`src/rtl/ifu_fetch.sv`:
```
// Instruction fetch stage: owns the PC, issues one imem read at a time, hands {pc, inst} to decode.
// Optional build macro IFU_PERF_CNT_EN adds fetch/stall performance counters.
module ifu_fetch #(
  parameter logic [31:0] RESET_PC = 32'h8000_0000
) (
  input  logic        clk,
  input  logic        rst,
  input  logic        redirect_valid,
  input  logic [31:0] redirect_pc,
  output logic        imem_req_valid,
  input  logic        imem_req_ready,
  output logic [31:0] imem_req_addr,
  input  logic        imem_resp_valid,
  input  logic [31:0] imem_resp_data,
  output logic        inst_valid,
  input  logic        inst_ready,
  output logic [31:0] inst_pc,
  output logic [31:0] inst
`ifdef IFU_PERF_CNT_EN
  ,
  output logic [63:0] perf_fetch_cnt,
  output logic [63:0] perf_stall_cnt
`endif
);

  localparam logic [1:0] S_REQ  = 2'd0;
  localparam logic [1:0] S_WAIT = 2'd1;
  localparam logic [1:0] S_HOLD = 2'd2;

  logic [1:0]  state;
  logic [31:0] pc;
  logic [31:0] inst_reg;
  logic        drop;
  logic        req_hs;
  logic [31:0] redir_tgt;

  assign redir_tgt = redirect_pc & ~32'h3;
  assign req_hs    = (state == S_REQ) && imem_req_ready;

  assign imem_req_valid = !rst && (state == S_REQ);
  assign inst_valid     = !rst && (state == S_HOLD);
  assign imem_req_addr  = rst ? 32'h0 : pc;
  assign inst_pc        = rst ? 32'h0 : pc;
  assign inst           = rst ? 32'h0 : inst_reg;

  always_ff @(posedge clk) begin
    if (rst) begin
      state    <= S_REQ;
      pc       <= RESET_PC;
      drop     <= 1'b0;
      inst_reg <= 32'h0;
    end else begin
      case (state)
        S_REQ: begin
          // a redirect racing the handshake leaves a wrong-path read in flight
          if (req_hs) begin
            state <= S_WAIT;
            drop  <= redirect_valid;
          end
        end
        S_WAIT: begin
          if (imem_resp_valid) begin
            drop <= 1'b0;
            if (drop || redirect_valid) state <= S_REQ;
            else begin
              inst_reg <= imem_resp_data;
              state    <= S_HOLD;
            end
          end else if (redirect_valid) begin
            drop <= 1'b1;
          end
        end
        S_HOLD: begin
          if (redirect_valid || inst_ready) state <= S_REQ;
        end
        default: state <= S_REQ;
      endcase
      if (redirect_valid)                   pc <= redir_tgt;
      else if (state == S_HOLD && inst_ready) pc <= pc + 32'd4;
    end
  end

`ifdef IFU_PERF_CNT_EN
  logic [63:0] fetch_cnt_q;
  logic [63:0] stall_cnt_q;

  always_ff @(posedge clk) begin
    if (rst) begin
      fetch_cnt_q <= 64'h0;
      stall_cnt_q <= 64'h0;
    end else begin
      if (state == S_HOLD && inst_ready) fetch_cnt_q <= fetch_cnt_q + 64'd1;
      if ((state == S_REQ && !imem_req_ready) || (state == S_WAIT && !imem_resp_valid))
        stall_cnt_q <= stall_cnt_q + 64'd1;
    end
  end

  assign perf_fetch_cnt = rst ? 64'h0 : fetch_cnt_q;
  assign perf_stall_cnt = rst ? 64'h0 : stall_cnt_q;
`endif

endmodule

```
`config.mk`:
```
export PLATFORM = sky130hd
export DESIGN_NAME = ifu_fetch
export DESIGN_NICKNAME = d
export VERILOG_FILES = /design/src/rtl/ifu_fetch.sv
export SDC_FILE = /design/constraint.sdc
export NUM_CORES = 1
export LEC_CHECK = 0
export BUFFER_PORTS_ARGS = -buffer_cell sky130_fd_sc_hd__clkbuf_2
export CAP_MARGIN = 10
export CELL_PAD_IN_SITES_DETAIL_PLACEMENT = 0
export CELL_PAD_IN_SITES_GLOBAL_PLACEMENT = 1
export CORE_UTILIZATION = 33
export DETAILED_ROUTE_END_ITERATION = 7
export GPL_ROUTABILITY_DRIVEN = 0
export PLACE_DENSITY = 0.85
export SYNTH_ARGS = -nofsm -noshare
export SYNTH_HDL_FRONTEND = slang
export SYNTH_SLANG_ARGS = --single-unit
```
`constraint.sdc`:
```
create_clock -name clk -period 2.81 [get_ports clk]
set_input_delay 0.281 -clock clk [delete_from_list [all_inputs] [get_ports clk]]
set_output_delay 0.281 -clock clk [all_outputs]
set_load 0.05 [all_outputs]
```
==> results of run 1 <==
[layout make-up]
type                       instances  area (um^2)  area share
multi-input combinational        358         2050       0.435
sequential                        65         1300       0.276
timing repair buffer             166          866       0.184
clock buffer                      11          243      0.0516
tap                              140          175      0.0372
clock inverter                     5         55.1      0.0117
inverter                           5         18.8     0.00399
[synth_stat cells (all sizes together)]
library cell,count,share of area
a2111oi,2,0.0047
a211o,1,0.0023
a211oi,13,0.026
a21oi,34,0.045
a22o,1,0.0023
a22oi,3,0.0060
a311o,1,0.0027
a311oi,10,0.023
and2,2,0.0033
and3,6,0.010
and3b,1,0.0023
and4,5,0.012
buf,41,0.078
clkbuf,29,0.029
clkinv,1,0.0010
conb,1,0.0010
dfxtp,65,0.35
ha,1,0.0033
inv,4,0.0040
nand2,77,0.077
nand2b,4,0.0067
nand3,17,0.023
nand3b,1,0.0020
nand4,13,0.023
nor2,32,0.032
nor2b,62,0.10
nor3,5,0.0067
nor3b,1,0.0020
nor4,12,0.020
nor4b,1,0.0023
o2111a,1,0.0030
o211a,1,0.0027
o21ai,6,0.0080
o221a,1,0.0030
o311a,2,0.0053
o31a,1,0.0023
o31ai,5,0.010
o41a,1,0.0030
or2,3,0.0050
or3,8,0.013
or4,9,0.019
xnor2,7,0.016
xor2,4,0.0093
[tightest hold or removal path, delay by kind of cell]
kind            cells  cell delay, ns
compound gates      1            0.05
buf+inv             1            0.08
simple gates        1            0.04
[path summary, 6_finish.rpt]
| check | cells past startpoint | from | to | slack, ns |
|---|---|---|---|---|
| worst max-delay path | 4 | state[0]$_SDFFE_PP0P_ | pc[25]$_SDFFE_PP0P_ | 0.48 |
| worst min-delay path | 3 | imem_resp_data[3] | inst_reg[3]$_SDFFE_PP0P_ | 0.18 |
| worst max register to register | 4 | state[0]$_SDFFE_PP0P_ | pc[25]$_SDFFE_PP0P_ | 0.48 |
| worst min register to register | 2 | inst_reg[3]$_SDFFE_PP0P_ | inst_reg[3]$_SDFFE_PP0P_ | 0.45 |
[power by group through the flow]
stage | Clock [mW] | Combinational [mW] | Sequential (mW)
after floorplan | 0 | 0.383 | 1.02
after global placement | 0 | 0.460 | 1.04
after detailed placement | 0 | 0.464 | 1.04
after CTS | 1.15 | 0.465 | 1.02
after global routing | 1.18 | 0.502 | 1.03
final | 1.11 | 0.464 | 1.02
[metal layers]
metal | vias to the layer above | part of all wire | track usage
li1 | 1913 | - | -
met1 | 1726 | 0.46 | 0.220
met2 | 95 | 0.48 | 0.278
met3 | 9 | 0.044 | 0.0293
met4 | 0 | 0.013 | 0.0608
met5 | - | 0 | 0
[logic make-up after synthesis]
logic type | count (synthesis)
simple gates | 259
compound gates | 83
buf+inv | 75
flops | 65
xor+xnor | 11
fa+ha+maj | 1
other cells | 1
==> flow_results.xml, run 1 <==
<?xml version="1.0" encoding="UTF-8"?>
<metrics>
  <group name="finish">
    <metric name="largest_reg_flops" unit="">32</metric>
    <metric name="postLayoutCellArea" unit="um^2">4710</metric>
    <metric name="syn2layout_area_growth" unit="%">25.3</metric>
    <metric name="layout.cells.most_common" unit="">sky130_fd_sc_hd__clkbuf_2</metric>
    <metric name="antenna_cells_inserted" unit="">0</metric>
    <metric name="filler_cell_count" unit="">1128</metric>
    <metric name="final_layout_size_suffix_gt1_frac" unit="">0.307</metric>
    <metric name="final_nets" unit="">676</metric>
    <metric name="final_cell_mix" unit="">sky130_fd_sc_hd__clkbuf_2 (160), sky130_fd_sc_hd__nand2_1 (77), sky130_fd_sc_hd__dfxtp_1 (65)</metric>
    <metric name="stdcell_count" unit="">750</metric>
    <metric name="fin_util" unit="">0.429</metric>
  </group>
  <group name="synthesis">
    <metric name="synth_warnings" unit="">0</metric>
    <metric name="post_synth.cell_area_avg" unit="um^2">7.59</metric>
    <metric name="synthMuxAreaShare" unit="">0</metric>
    <metric name="synth_compound_gate_area_share" unit="">0.150</metric>
    <metric name="synth_top_family_by_area" unit="">simple AND/OR/NAND/NOR gates</metric>
    <metric name="synthAdderAreaFrac" unit="">0.00333</metric>
    <metric name="share_of_the_yosys_chip_area_belonging_to_registers" unit="">0.346</metric>
    <metric name="synth.cell_area" unit="um^2">3760</metric>
    <metric name="yosysUniqueCellTypes" unit="">48</metric>
    <metric name="synth_xor_xnor_area_share" unit="">0.0256</metric>
    <metric name="postSynthCellCount" unit="">495</metric>
    <metric name="ys_ff_latch" unit="">65</metric>
    <metric name="synth_simple_gate_area_frac" unit="">0.362</metric>
  </group>
  <group name="power">
    <metric name="power.sequential.fraction" unit="">0.393</metric>
    <metric name="swShare" unit="">0.302</metric>
    <metric name="clockPowerShare" unit="">0.429</metric>
    <metric name="areal_power_density_over_the_cells" unit="nW/um^2">552</metric>
    <metric name="totalPowerFinal" unit="mW">2.60</metric>
    <metric name="total_switching_power" unit="uW">786</metric>
    <metric name="vdd.ir_drop.worst" unit="V">0.000320</metric>
    <metric name="cell_internal_pwr" unit="mW">1.81</metric>
    <metric name="p_leak" unit="nW">1.95</metric>
    <metric name="power_frac_comb" unit="">0.178</metric>
  </group>
  <group name="outcome">
    <metric name="status" unit="">finished, final reports clean</metric>
  </group>
  <group name="sta">
    <metric name="hold_violations" unit="">0</metric>
    <metric name="setup_repair_after_global_routing_missed_its_margin" unit="">false</metric>
    <metric name="fin_tns_setup" unit="ns">0</metric>
    <metric name="period_share" unit="">0.828</metric>
    <metric name="fin_skew" unit="ns">0.00664</metric>
    <metric name="fmax" unit="MHz">430</metric>
    <metric name="timing_worst_slew_pin_value" unit="ns">0.734</metric>
    <metric name="min_period" unit="ns">2.33</metric>
    <metric name="holdWs" unit="ns">0.176</metric>
    <metric name="timing.slew.headroom" unit="">0.506</metric>
    <metric name="timing_max_transition_violations_final" unit="">0</metric>
    <metric name="timing.final.ws_setup" unit="ns">0.484</metric>
    <metric name="report.final.setup_viol" unit="">0</metric>
  </group>
  <group name="hold_path">
    <metric name="worst_min_path_class" unit="">in -&gt; reg</metric>
  </group>
  <group name="clocking">
    <metric name="clock_sinks" unit="">65</metric>
    <metric name="clock_tree.htree_level_count" unit="">3</metric>
    <metric name="cts_tree" unit="">yes</metric>
    <metric name="path_clk_slew" unit="ns">0.06</metric>
    <metric name="clock-root-buffer" unit="">sky130_fd_sc_hd__clkbuf_16</metric>
    <metric name="hold_buffers" unit="">0</metric>
    <metric name="tritoncts.num_buffers" unit="">9</metric>
    <metric name="cts_max_path_buffers" unit="">2</metric>
    <metric name="post_cts_resize_count" unit="">0</metric>
    <metric name="post-cts-setup-buffers" unit="">0</metric>
    <metric name="worst_skew_pair.late_latency" unit="ns">0.32</metric>
  </group>
  <group name="die">
    <metric name="design.portCount" unit="">168</metric>
    <metric name="fp.dieArea" unit="um^2">11800</metric>
    <metric name="initial_core_util" unit="">0.342</metric>
    <metric name="rows" unit="">38</metric>
    <metric name="chipWidth" unit="um">109</metric>
    <metric name="placeableCoreArea" unit="um^2">11000</metric>
    <metric name="die-height" unit="um">109</metric>
  </group>
  <group name="job">
    <metric name="maxCapViolCount" unit="">0</metric>
  </group>
  <group name="grt">
    <metric name="first_global_vias" unit="">3403</metric>
    <metric name="overflow" unit="">0</metric>
    <metric name="first_pass_grt_wire_length" unit="um">15700</metric>
    <metric name="grt_start_max_net_pins" unit="">56</metric>
    <metric name="number_of_antenna_violations_at_the_first_check_in_global_routing" unit="">0</metric>
    <metric name="track_usage" unit="">0.168</metric>
  </group>
  <group name="placed_design">
    <metric name="io_buffers" unit="">161</metric>
    <metric name="preCtsSetupSlack" unit="ns">0.493</metric>
    <metric name="number_of_placed_cells_counting_well_taps" unit="">733</metric>
    <metric name="postPlaceCellArea" unit="um^2">4380</metric>
    <metric name="hpwl" unit="um">7190</metric>
  </group>
  <group name="detailed_routing">
    <metric name="drtAntennaViolNets" unit="">0</metric>
    <metric name="routed_via_density" unit="">4.99</metric>
    <metric name="drt_drc_violations_left" unit="">0</metric>
    <metric name="num_vias" unit="">3743</metric>
    <metric name="detail_route.wirelength" unit="um">9890</metric>
    <metric name="routed_wire_length_per_instance" unit="um">13.2</metric>
    <metric name="drt_iter0_drc" unit="">146</metric>
    <metric name="dr.pass1.iters" unit="">4</metric>
  </group>
  <group name="critical_path">
    <metric name="critPathLaunchType" unit="">flip-flop</metric>
    <metric name="cell_with_the_largest_stage_delay_on_the_worst_path" unit="">sky130_fd_sc_hd__or3_1</metric>
    <metric name="worstPathMaxFanout" unit="">14</metric>
    <metric name="cp_num_buf_inv" unit="">0</metric>
    <metric name="crit_path_cell_trace" unit="">nand3b_1 -&gt; or3_1 -&gt; or4_1 -&gt; a311oi_1</metric>
    <metric name="worst_path_dominant_cell_family" unit="">simple AND/OR/NAND/NOR gates</metric>
    <metric name="cp_data_required_time" unit="ns">3.05</metric>
    <metric name="worst_setup_path_end_kind" unit="">flip-flop</metric>
    <metric name="worst_ep_arrival_time" unit="ns">2.56</metric>
    <metric name="setup.worst_path.class" unit="">reg -&gt; reg</metric>
    <metric name="slowest_delay" unit="ns">0.65</metric>
  </group>
</metrics>
No activity file was read; power rests on OpenSTA's default activity.
==> run 2, diff against run 1 <==
--- a/config.mk
+++ b/config.mk
@@ -5,14 +5,15 @@
 export SDC_FILE = /design/constraint.sdc
 export NUM_CORES = 1
 export LEC_CHECK = 0
+export ABC_AREA = 1
 export BUFFER_PORTS_ARGS = -buffer_cell sky130_fd_sc_hd__clkbuf_2
 export CAP_MARGIN = 10
 export CELL_PAD_IN_SITES_DETAIL_PLACEMENT = 0
 export CELL_PAD_IN_SITES_GLOBAL_PLACEMENT = 1
-export CORE_UTILIZATION = 33
+export CORE_UTILIZATION = 29
 export DETAILED_ROUTE_END_ITERATION = 7
 export GPL_ROUTABILITY_DRIVEN = 0
-export PLACE_DENSITY = 0.85
+export PLACE_DENSITY = 0.81
 export SYNTH_ARGS = -nofsm -noshare
 export SYNTH_HDL_FRONTEND = slang
 export SYNTH_SLANG_ARGS = --single-unit
==> constraint.sdc (replaced) <==
create_clock -name clk -period 2.1 [get_ports clk]
set_input_delay 0.21 -clock clk [delete_from_list [all_inputs] [get_ports clk]]
set_output_delay 0.21 -clock clk [all_outputs]
set_load 0.05 [all_outputs]
==> flow_results.xml, run 2 <==
<?xml version="1.0" encoding="UTF-8"?>
<metrics>
  <group name="critical_path">
    <metric name="r2r-start" unit="">pc[2]$_SDFFE_PP0P_</metric>
    <metric name="critPathLaunchType" unit="">flip-flop</metric>
    <metric name="timing.critical_path.from" unit="">pc[4]$_SDFFE_PP0P_</metric>
    <metric name="setup.worst_path.class" unit="">reg -&gt; out</metric>
    <metric name="cp_data_required_time" unit="ns">1.89</metric>
    <metric name="worst_setup_path_end_kind" unit="">output pin</metric>
    <metric name="worst_ep_arrival_time" unit="ns">1.38</metric>
    <metric name="worstPathMaxFanout" unit="">6</metric>
    <metric name="ff2ff_path_depth" unit="">10</metric>
  </group>
  <group name="sta">
    <metric name="period_share" unit="">0.757</metric>
    <metric name="min_period" unit="ns">1.59</metric>
    <metric name="fin_tns_setup" unit="ns">0</metric>
    <metric name="timing_worst_slew_pin_value" unit="ns">0.537</metric>
    <metric name="timing_max_transition_violations_final" unit="">0</metric>
    <metric name="hold_violations" unit="">0</metric>
    <metric name="report.final.setup_viol" unit="">0</metric>
    <metric name="timing.slew.headroom" unit="">0.642</metric>
    <metric name="fin_skew" unit="ns">0.00667</metric>
    <metric name="setup_repair_after_global_routing_missed_its_margin" unit="">false</metric>
    <metric name="fmax" unit="MHz">629</metric>
  </group>
  <group name="synthesis">
    <metric name="post_synth.cell_area_avg" unit="um^2">6.08</metric>
    <metric name="ys_async_rst_share" unit="">0</metric>
    <metric name="main_flop_type_after_synthesis" unit="">sky130_fd_sc_hd__dfxtp_1</metric>
    <metric name="postSynthCellCount" unit="">679</metric>
    <metric name="synth.top_cell.area_share" unit="">0.315</metric>
    <metric name="synth_area_leaders" unit="">sky130_fd_sc_hd__dfxtp_1 (32%), sky130_fd_sc_hd__nand2_1 (15%), sky130_fd_sc_hd__nor2_1 (13%)</metric>
    <metric name="yosysUniqueCellTypes" unit="">31</metric>
    <metric name="share_of_the_yosys_chip_area_belonging_to_registers" unit="">0.315</metric>
    <metric name="edff_count_synth" unit="">0</metric>
    <metric name="synth_warnings" unit="">0</metric>
    <metric name="synth.largest_area_cell" unit="">sky130_fd_sc_hd__dfxtp_1</metric>
    <metric name="synth.cell_area" unit="um^2">4130</metric>
    <metric name="library_cell_with_the_highest_instance_count_after_synthesis" unit="">sky130_fd_sc_hd__nand2_1</metric>
    <metric name="ys_ff_latch" unit="">65</metric>
    <metric name="synth_commonest_cells" unit="">sky130_fd_sc_hd__nand2_1 (163), sky130_fd_sc_hd__nor2_1 (144), sky130_fd_sc_hd__inv_1 (72)</metric>
  </group>
  <group name="detailed_routing">
    <metric name="drt_drc_violations_left" unit="">0</metric>
    <metric name="dr.pass1.iters" unit="">4</metric>
    <metric name="drt_iter0_drc" unit="">195</metric>
    <metric name="drtAntennaViolNets" unit="">0</metric>
    <metric name="routed_via_density" unit="">4.35</metric>
    <metric name="num_vias" unit="">4267</metric>
    <metric name="detail_route.wirelength" unit="um">12000</metric>
    <metric name="routed_wire_length_per_instance" unit="um">12.2</metric>
  </group>
  <group name="hold_path">
    <metric name="hold-path-cell-count" unit="">3</metric>
    <metric name="min-delay-start" unit="">redirect_pc[9]</metric>
    <metric name="worst_min_path_class" unit="">in -&gt; reg</metric>
  </group>
  <group name="job">
    <metric name="maxCapViolCount" unit="">0</metric>
  </group>
  <group name="grt">
    <metric name="first_pass_grt_wire_length" unit="um">19400</metric>
    <metric name="number_of_antenna_violations_at_the_first_check_in_global_routing" unit="">1</metric>
    <metric name="overflow" unit="">0</metric>
    <metric name="grt_start_max_net_pins" unit="">69</metric>
    <metric name="track_usage" unit="">0.171</metric>
    <metric name="first_global_vias" unit="">3994</metric>
  </group>
  <group name="clocking">
    <metric name="worst_skew_pair.late_latency" unit="ns">0.35</metric>
    <metric name="tritoncts.num_buffers" unit="">9</metric>
    <metric name="clock-root-buffer" unit="">sky130_fd_sc_hd__clkbuf_16</metric>
    <metric name="path_clk_slew" unit="ns">0.06</metric>
    <metric name="cts_max_path_buffers" unit="">2</metric>
    <metric name="post-cts-setup-buffers" unit="">0</metric>
    <metric name="post_cts_resize_count" unit="">0</metric>
    <metric name="clock_sinks" unit="">65</metric>
    <metric name="clock_tree.htree_level_count" unit="">3</metric>
    <metric name="hold_buffers" unit="">0</metric>
    <metric name="cts_tree" unit="">yes</metric>
  </group>
  <group name="power">
    <metric name="p_leak" unit="nW">2.42</metric>
    <metric name="vdd.ir_drop.worst" unit="V">0.000512</metric>
    <metric name="areal_power_density_over_the_cells" unit="nW/um^2">688</metric>
  </group>
  <group name="finish">
    <metric name="multi_input_comb_area" unit="um^2">2140</metric>
    <metric name="fin_util" unit="">0.368</metric>
    <metric name="syn2layout_area_growth" unit="%">23.7</metric>
    <metric name="final_nets" unit="">866</metric>
    <metric name="final_layout_size_suffix_gt1_frac" unit="">0.266</metric>
    <metric name="layout.cells.most_common" unit="">sky130_fd_sc_hd__nand2_1</metric>
    <metric name="area.sequential" unit="um^2">1300</metric>
    <metric name="final_cell_mix" unit="">sky130_fd_sc_hd__nand2_1 (163), sky130_fd_sc_hd__clkbuf_2 (161), sky130_fd_sc_hd__nor2_1 (144)</metric>
    <metric name="filler_cell_count" unit="">1575</metric>
    <metric name="largest_reg_flops" unit="">32</metric>
  </group>
  <group name="die">
    <metric name="initial_core_util" unit="">0.297</metric>
    <metric name="chipWidth" unit="um">121</metric>
    <metric name="design.portCount" unit="">168</metric>
    <metric name="rows" unit="">43</metric>
    <metric name="placeableCoreArea" unit="um^2">13900</metric>
    <metric name="fp.dieArea" unit="um^2">14700</metric>
    <metric name="die-height" unit="um">121</metric>
  </group>
  <group name="placed_design">
    <metric name="io_buffers" unit="">161</metric>
    <metric name="hpwl" unit="um">8920</metric>
  </group>
  <group name="outcome">
    <metric name="status" unit="">finished, final reports clean</metric>
  </group>
</metrics>
==> run 2: changes by cell type after synthesis, moves of 21 or more <==
cell,delta
sky130_fd_sc_hd__inv_1,+68
sky130_fd_sc_hd__nor2b_1,-62
sky130_fd_sc_hd__nand2_1,+86
sky130_fd_sc_hd__o21ai_0,+31
sky130_fd_sc_hd__o21ai_1,+24
sky130_fd_sc_hd__nor2_1,+112
sky130_fd_sc_hd__clkbuf_1,-21
==> run 2: cell type report <==
type,instances,area share
multi-input cells,477,0.420
flip-flops and latches,65,0.255
repair buffers,165,0.169
inverters,77,0.0569
clock buffers,10,0.0449
well taps,180,0.0441
clock inverters,6,0.0101
diodes,1,0.000490
==> run 2: final timing paths <==
| kind | to | slack, ns |
|---|---|---|
| worst max-delay path | inst_pc[4] | 0.51 |
| worst min-delay path | pc[9]$_SDFFE_PP0P_ | 0.11 |
| worst max register to register | pc[20]$_SDFFE_PP0P_ | 0.52 |
| worst min register to register | inst_reg[16]$_SDFFE_PP0P_ | 0.45 |
==> run 2: logic make-up (layout without fill, tap and decap cells) <==
kind of cell	count (synthesis)	after routing	synth area share
buffers and inverters	140	258	0.169
flip-flops	65	65	0.315
adder cells (fa/ha/maj)	1	1	0.00303
other	1	5	0.000909
AND/OR/NAND/NOR	368	368	0.382
AO/OA/AOI/OAI	104	104	0.129
==> run 2: worst max-delay path, stage by stage, from the launching register on <==
cell,delay [ns]
sky130_fd_sc_hd__dfxtp_1,0.45
sky130_fd_sc_hd__inv_1,0.07
sky130_fd_sc_hd__nor2_1,0.19
sky130_fd_sc_hd__clkbuf_2,0.32
==> run 2: through the flow <==
stage	std cells	hold WS, ns	setup WS (ns)	cell area [um^2]	power (mW)
after global placement	964	0.441	0.488	4820	2.10
after global routing	981	0.114	0.308	5100	3.70
after CTS	980	0.101	0.478	5100	3.57
after detailed placement	964	0.445	0.482	4820	2.10
after floorplan	682	0.349	0.265	4140	1.95
final	981	0.108	0.510	5100	3.51
==> run 2: report_power, final <==
| part | total [mW] | leakage (nW) | switching [mW] | internal (mW) |
|---|---|---|---|---|
| logic | 0.712 | 1.75 | 0.523 | 0.188 |
| clock network | 1.44 | 0.134 | 0.625 | 0.815 |
| registers | 1.36 | 0.532 | 0.0548 | 1.30 |
==> run 2: layer usage <==
| metal | vias up | global-route usage | wire, um |
|---|---|---|---|
| met1 | 1828 | 0.205 | 5380 |
| met3 | 8 | 0.0705 | 950 |
| met2 | 131 | 0.279 | 5580 |
| met4 | 0 | 0.0448 | 110 |
| li1 | 2300 | - | - |
| met5 | - | 0 | 0 |
